## src/rtl/trigger_conditioner_if.sv

```systemverilog
// Timestamp hand-off between trigger_conditioner (master) and the register map (slave).
interface trigger_conditioner_if #(
  parameter int CNT_WIDTH = 32
);
  logic                 ts_valid;
  logic [CNT_WIDTH-1:0] ts_data;
  logic                 ts_is_rising;
  logic                 ts_overflow;
  logic                 ts_ack;

  modport master (
    output ts_valid, ts_data, ts_is_rising, ts_overflow,
    input  ts_ack
  );

  modport slave (
    input  ts_valid, ts_data, ts_is_rising, ts_overflow,
    output ts_ack
  );
endinterface

```

## src/rtl/trigger_conditioner.sv

```systemverilog
// Synchronises and glitch-filters the trigger pin, emits edge/trigger pulses and
// captures a timestamp on qualified edges behind a valid/ack handshake.
module trigger_conditioner #(
  parameter int CNT_WIDTH  = 32,
  parameter int FILT_WIDTH = 4
) (
  input  logic                  clk,
  input  logic                  rst,
  input  logic                  trigger_in,
  input  logic [FILT_WIDTH-1:0] filt_len,
  input  logic [CNT_WIDTH-1:0]  counter,
  input  logic                  is_trigger_on_rising_edge,
  input  logic                  is_trigger_on_falling_edge,
  input  logic                  is_save_rising_timestamp,
  input  logic                  is_save_falling_timestamp,
  output logic                  trig_level,
  output logic                  rise_pulse,
  output logic                  fall_pulse,
  output logic                  trig_pulse,
  trigger_conditioner_if.master ts
);

  typedef enum logic {
    STABLE,
    QUALIFY
  } state_t;

  state_t                state, state_nx;
  logic                  sync1, sync2;
  logic [FILT_WIDTH-1:0] run_cnt, run_cnt_nx;
  logic                  level_nx;
  logic                  accept;
  logic                  capture;

  always_comb begin
    state_nx   = state;
    run_cnt_nx = run_cnt;
    level_nx   = trig_level;
    accept     = 1'b0;
    unique case (state)
      STABLE: begin
        if (sync2 == trig_level) begin
          run_cnt_nx = '0;
          state_nx   = STABLE;
        end else if (run_cnt < filt_len) begin
          run_cnt_nx = run_cnt + 1'b1;
          state_nx   = QUALIFY;
        end else begin
          accept     = 1'b1;
          level_nx   = sync2;
          run_cnt_nx = '0;
          state_nx   = STABLE;
        end
      end
      QUALIFY: begin
        // Input fell back before qualifying: the glitch is dropped silently.
        if (sync2 == trig_level) begin
          run_cnt_nx = '0;
          state_nx   = STABLE;
        end else if (run_cnt < filt_len) begin
          run_cnt_nx = run_cnt + 1'b1;
          state_nx   = QUALIFY;
        end else begin
          accept     = 1'b1;
          level_nx   = sync2;
          run_cnt_nx = '0;
          state_nx   = STABLE;
        end
      end
      default: begin
        run_cnt_nx = '0;
        state_nx   = STABLE;
      end
    endcase
  end

  assign capture = accept && (sync2 ? is_save_rising_timestamp : is_save_falling_timestamp);

  always_ff @(posedge clk) begin
    if (rst) begin
      sync1      <= 1'b0;
      sync2      <= 1'b0;
      state      <= STABLE;
      run_cnt    <= '0;
      trig_level <= 1'b0;
      rise_pulse <= 1'b0;
      fall_pulse <= 1'b0;
      trig_pulse <= 1'b0;
    end else begin
      sync1      <= trigger_in;
      sync2      <= sync1;
      state      <= state_nx;
      run_cnt    <= run_cnt_nx;
      trig_level <= level_nx;
      rise_pulse <= accept && sync2;
      fall_pulse <= accept && !sync2;
      trig_pulse <= accept && ((sync2 && is_trigger_on_rising_edge) ||
                               (!sync2 && is_trigger_on_falling_edge));
    end
  end

  always_ff @(posedge clk) begin
    if (rst) begin
      ts.ts_valid     <= 1'b0;
      ts.ts_data      <= '0;
      ts.ts_is_rising <= 1'b0;
      ts.ts_overflow  <= 1'b0;
    end else if (capture) begin
      // An ack on the same edge frees the slot, so the new capture wins.
      if (!ts.ts_valid || ts.ts_ack) begin
        ts.ts_valid     <= 1'b1;
        ts.ts_data      <= counter;
        ts.ts_is_rising <= sync2;
        if (ts.ts_ack) ts.ts_overflow <= 1'b0;
      end else begin
        ts.ts_overflow <= 1'b1;
      end
    end else if (ts.ts_ack && ts.ts_valid) begin
      ts.ts_valid    <= 1'b0;
      ts.ts_overflow <= 1'b0;
    end
  end

endmodule

```

## src/flat_wrapper.sv

```systemverilog
// flat-port wrapper written by rule: the top's interface ports become plain ports
module trigger_conditioner_flat 
#(
  parameter int CNT_WIDTH  = 32,
  parameter int FILT_WIDTH = 4
)
  (clk, rst, trigger_in, filt_len, counter, is_trigger_on_rising_edge, is_trigger_on_falling_edge, is_save_rising_timestamp, is_save_falling_timestamp, trig_level, rise_pulse, fall_pulse, trig_pulse, ts_ts_valid, ts_ts_data, ts_ts_is_rising, ts_ts_overflow, ts_ts_ack);
  trigger_conditioner_if #(.CNT_WIDTH(CNT_WIDTH)) ts_i ();
  input  logic clk;
  input  logic rst;
  input  logic trigger_in;
  input  logic [FILT_WIDTH-1:0] filt_len;
  input  logic [CNT_WIDTH-1:0] counter;
  input  logic is_trigger_on_rising_edge;
  input  logic is_trigger_on_falling_edge;
  input  logic is_save_rising_timestamp;
  input  logic is_save_falling_timestamp;
  output logic trig_level;
  output logic rise_pulse;
  output logic fall_pulse;
  output logic trig_pulse;
  output wire logic [$bits(ts_i.ts_valid)-1:0] ts_ts_valid;
  output wire logic [$bits(ts_i.ts_data)-1:0] ts_ts_data;
  output wire logic [$bits(ts_i.ts_is_rising)-1:0] ts_ts_is_rising;
  output wire logic [$bits(ts_i.ts_overflow)-1:0] ts_ts_overflow;
  input wire logic [$bits(ts_i.ts_ack)-1:0] ts_ts_ack;
  assign ts_ts_valid = ts_i.ts_valid;
  assign ts_ts_data = ts_i.ts_data;
  assign ts_ts_is_rising = ts_i.ts_is_rising;
  assign ts_ts_overflow = ts_i.ts_overflow;
  assign ts_i.ts_ack = ts_ts_ack;
  trigger_conditioner #(.CNT_WIDTH(CNT_WIDTH), .FILT_WIDTH(FILT_WIDTH)) u_core (.clk(clk), .rst(rst), .trigger_in(trigger_in), .filt_len(filt_len), .counter(counter), .is_trigger_on_rising_edge(is_trigger_on_rising_edge), .is_trigger_on_falling_edge(is_trigger_on_falling_edge), .is_save_rising_timestamp(is_save_rising_timestamp), .is_save_falling_timestamp(is_save_falling_timestamp), .trig_level(trig_level), .rise_pulse(rise_pulse), .fall_pulse(fall_pulse), .trig_pulse(trig_pulse), .ts(ts_i));
endmodule
```

## config.mk

```make
export PLATFORM = sky130hd
export DESIGN_NAME = trigger_conditioner_flat
export DESIGN_NICKNAME = d
export VERILOG_FILES = /design/src/rtl/trigger_conditioner_if.sv /design/src/rtl/trigger_conditioner.sv /design/src/flat_wrapper.sv
export SDC_FILE = /design/constraint.sdc
export NUM_CORES = 1
export LEC_CHECK = 0
export ABC_AREA = 0
export BUFFER_PORTS_ARGS = -buffer_cell sky130_fd_sc_hd__buf_4
export CAP_MARGIN = 40
export CORE_ASPECT_RATIO = 1.1
export CORE_UTILIZATION = 24
export DETAILED_ROUTE_END_ITERATION = 16
export MAX_ROUTING_LAYER = met4
export PLACE_DENSITY = 0.51
export RECOVER_POWER = 25
export SYNTH_ARGS = -nofsm -noshare
export SYNTH_HDL_FRONTEND = slang
export SYNTH_SLANG_ARGS = --single-unit
```

## constraint.sdc

```tcl
create_clock -name clk -period 2.4 [get_ports clk]
set_input_delay 0.48 -clock clk [delete_from_list [all_inputs] [get_ports clk]]
set_output_delay 0.48 -clock clk [all_outputs]
set_load 0.05 [all_outputs]
```

Word-level counts from Yosys, hierarchy flattened
Index checks and enable logic that the tools add are counted.

word-level totals
  register bits = 45
  latch bits = 0
  RAM bits = 0
  memory bits (read-only) = 0
  input port bits = 44
  output and inout bits = 39
  logic and storage cells = 46
  memories kept = 0

operators by class
  add/subtract/negate cells = 1
  multiply operators = 0
  divide/modulo/power cells = 0
  magnitude comparators = 1
  eq/ne operators = 3
  shift-type cells = 0
  multiplexer cells = 11
  bitwise logic cells = 2
  reductions and logical operators = 17

operators with widths
  cell                                                            number
  1-bit 2-to-1 mux                                                11
  2-bit AND reduction                                             4
  1-bit logical AND                                               7
  4-bit by 1-bit adder with 4-bit output (second input constant)  1
  4-bit < comparator                                              1
  3-bit != test (second input constant)                           1
  3-bit OR reduction                                              1
  1-bit zero test                                                 2
  1-bit logical OR                                                2
  2-bit != test (second input constant)                           1
  1-bit inverter                                                  2
  2-bit nonzero test                                              1
  1-bit == test                                                   1

Logic depth before layout (Yosys ltp)
  word-level depth = 6
  mapped depth = 7
  depth with buffers taken out = 6

Worst setup path after synthesis
Ideal clock, no wire load.

  path kind = in2reg
  start point = input port filt_len[1]
  end point = register u_core.ts.ts_data[0]
  library setup time = 72 ps
  arrival time = 1,857 ps
  data required time = 2,328 ps
  slack = 471 ps
  cell stages on the path = 6
  buffers on the path = 1
  cells stage by stage = inv_1 > ha_1 > a2111oi_4 > a2111oi_4 > buf_6 > mux2i_1

between the ends
  cells in the longest elaborated chain, start to end = 5

RTL lines
  item                                  line                                                  text
  start: declaration                    flat_wrapper.sv:12                                    input logic [FILT_WIDTH-1:0] filt_len;
  4-bit < comparator                    trigger_conditioner.sv:45, trigger_conditioner.sv:60
  1-bit 2-to-1 mux                      trigger_conditioner.sv:45, trigger_conditioner.sv:60
  1-bit 2-to-1 mux                      trigger_conditioner.sv:42, trigger_conditioner.sv:57
  1-bit logical AND                     trigger_conditioner.sv:77                             assign capture = accept && (sync2 ? is_save_rising_timestamp : is_save_falling_timestamp);
  2-bit AND reduction (no source line)  n/a
  end signal: assignment                trigger_conditioner.sv:112                            ts.ts_data <= counter;
  end: declaration                      trigger_conditioner_if.sv:12                          output ts_valid, ts_data, ts_is_rising, ts_overflow,

Every way passes these cells.
A chain may end at the register's enable or synchronous reset.

Final worst setup path
  start point = register u_core.run_cnt[2]
  end point = register u_core.ts.ts_data[25]

between the ends
  cells in the longest elaborated chain, start to end = 5

RTL lines
  item                                  line                                                  text
  start: declaration                    trigger_conditioner.sv:30                             logic [FILT_WIDTH-1:0] run_cnt, run_cnt_nx;
  start signal: assignment              trigger_conditioner.sv:93                             run_cnt <= run_cnt_nx;
  4-bit < comparator                    trigger_conditioner.sv:45, trigger_conditioner.sv:60
  1-bit 2-to-1 mux                      trigger_conditioner.sv:45, trigger_conditioner.sv:60
  1-bit 2-to-1 mux                      trigger_conditioner.sv:42, trigger_conditioner.sv:57
  1-bit logical AND                     trigger_conditioner.sv:77
  2-bit AND reduction (no source line)  n/a

Every way passes these cells.

==> run metrics <==
outcome=complete, no violations; CP Launch Type=flop; final setup TNS=0 ns; type of the worst setup path=reg2reg; RSZ-0062 raised after global routing=false; top_reg_cell synth=dfxtp_1; die area=roughly 8900 um^2; clock-pin slew on the worst setup and hold paths=~0.08 ns; pin count of the biggest net entering global routing=78; cells taking the most area after synthesis=dfxtp_1, nand2b_1, mux2i_1; most frequent cell after synthesis=nand2b_1; Clock Skew=~0.0037 ns; final count of pins violating max slew=0; Core Region=about 8100 um^2; Iter 0 DRT Violations=36; Leak=~1.1 nW; Post-Route Utilization=34.2%; post-DP HPWL=around 3.0 mm; Num Clock Sinks=45; dpl cell area=2750 um^2; Hold WC Path Type=in2reg; Root Driver=clkbuf_8; Inserted Clock Buffers=5; chip height=between 90 and 100 um; Finished Cell Area=2760 um^2; CP Max Fanout=16; max-cap violations=0; worst hold margin=0.402 ns; crit path capture type=flop; n_diodes=0; final wirelength=between 4 and 5 mm; gr busiest metal=met2; CTS tree=built; maximum VDD drop=0.233 mV; EDFF count, synth=0; Final Total Pwr=1.36 mW; routed len/inst=~11 um; global-route wire length before repair=6.90 mm; met3 usage=around 3.2%; Mapped Avg Cell Area=around 10 um^2; Clock H-tree levels=2; Clock Tree Buf Depth=2; # Post-CTS Setup Buffers=0; layout cells sized above 1=around 28%; Global Route Usage Sum=9.78%; largest area contributor in the netlist=dfxtp_1; Area growth syn-to-layout=35.1%; fillers=a little under 900; fmax=between 500 and 600 MHz; Final ANT Viol Nets=0; vias in the first global route=approximately 1500; top post-synthesis cells by count=nand2b_1, dfxtp_1, mux2i_1; arrival time worst endpoint=between 2 and 2.5 ns; sequential area share after synthesis=between 40% and 50%; DRC=0; slowest CP cell=dfxtp_1; post-synth net total=247; IO Pins=a little over 80; grt met1 use=12.0%; FF+latch count, synth=45; Overflow after GRT=0; Starting Density=around 25%; DRT Pass-1 Iters=3; Vias/cell=approximately 4.0; Via Count=between 1500 and 2000; # port buffers=82; gpl congestion=0.711; Post-synth ARST share=0%; cts hold-fix bufs=0; Worst slew margin=between 20% and 30%; met2 GRT Util=roughly 15%; antenna violations before repair=0; worst stage delay on the critical path=approximately 0.37 ns; measured slew at the worst slew-check pin=1.07 ns; final count of hold timing violations=0; post-layout min period=approximately 1.8 ns; post-synth top area share=between 40 and 50%; Cells after Synth=~200; row cnt=34; final net count=~330; critical path's top delay family=compound AO/OA/AOI/OAI gates; CP cell instances=ha_1, o21a_1, nor2_1, a2111oi_4, buf_4, mux2i_1; CP bufs+invs=1; clock latency on the worst-skew pair=slightly below 0.3 ns; YS warnings=0; Netlist cell types=30; Synth Cell Area=2050 um^2; Critical Path RT=2.62 ns; Power Density=492 nW/um^2; final worst path period share=75.7%; Die Wd=around 90 um; Finish-stage setup viols=0; PostCTS Resize Cnt=0
[final timing paths]
path / start / end / slack, ns / depth (start not counted)
min reg2reg: u_core.sync1 / u_core.sync2 / 0.44 / 1
max reg2reg: u_core.run_cnt[2] / u_core.ts.ts_data[25] / 0.58 / 6
min: trigger_in / u_core.sync1 / 0.40 / 2
max: u_core.run_cnt[2] / u_core.ts.ts_data[25] / 0.58 / 6
[registers in the layout, indices dropped and copies added (netlist names)]
register                cells
u_core.ts.ts_is_rising      1
u_core.fall_pulse           1
u_core.ts.ts_data          32
u_core.trig_pulse           1
u_core.trig_level           1
u_core.sync1                1
u_core.rise_pulse           1
u_core.ts.ts_overflow       1
u_core.run_cnt              4
u_core.ts.ts_valid          1
u_core.sync2                1
[through the flow]
step / cells / worst slack, ns
3_3_place_gp: 380 / 0.346
2_1_floorplan: 199 / 0.471
3_5_place_dp: 380 / 0.318
4_1_cts: 387 / 0.558
5_1_grt: 387 / 0.401
6_report: 387 / 0.583
[layout make-up]
cell class                 count  area, um^2  share of cell area (%)
inverter                       4        15.0                   0.543
tap                          108         135                    4.89
clock inverter                 1        7.51                   0.272
sequential                    45         901                    32.6
timing repair buffer          84         557                    20.1
clock buffer                   6        82.6                    2.99
multi-input combinational    139        1070                    38.6
[layout by cell type (no fill, tap or decap), drive strengths merged]
cell,count
or3,1
nor2,4
nand3b,1
dfxtp,45
and3,1
xor2,1
inv,4
or2b,1
buf,64
nor3,3
clkbuf,26
or3b,1
o31ai,1
a21oi,3
and2b,1
nor3b,1
a2111oi,2
o21ai,2
nor2b,3
o21a,1
a22oi,2
or2,1
xnor2,1
nand2,1
mux2i,33
ha,4
nand3,1
o311ai,1
clkinvlp,1
nand2b,68
[metal layers]
layer / routed length, um / share of wire [%]
met1: 2050 / 48
met2: 1830 / 43
met3: 297 / 7.0
met4: 74 / 1.7
met5: 0 / 0
[kinds of logic after synthesis]
group	Yosys count	synth area share (%)
adder cells (fa/ha/maj)	4	2.45
AND/OR/NAND/NOR	88	26.9
XOR/XNOR	2	0.856
AO/OA/AOI/OAI	12	5.81
flip-flops	45	44.0
buffers and inverters	15	3.85
multiplexers	33	16.1
[report_power, final]
part / switching [mW] / internal [mW]
clock: 0.251 / 0.228
sequential: 0.00263 / 0.750
combinational: 0.0506 / 0.0791
total: 0.304 / 1.06
Note: power is estimated with default switching activity, not from simulation.
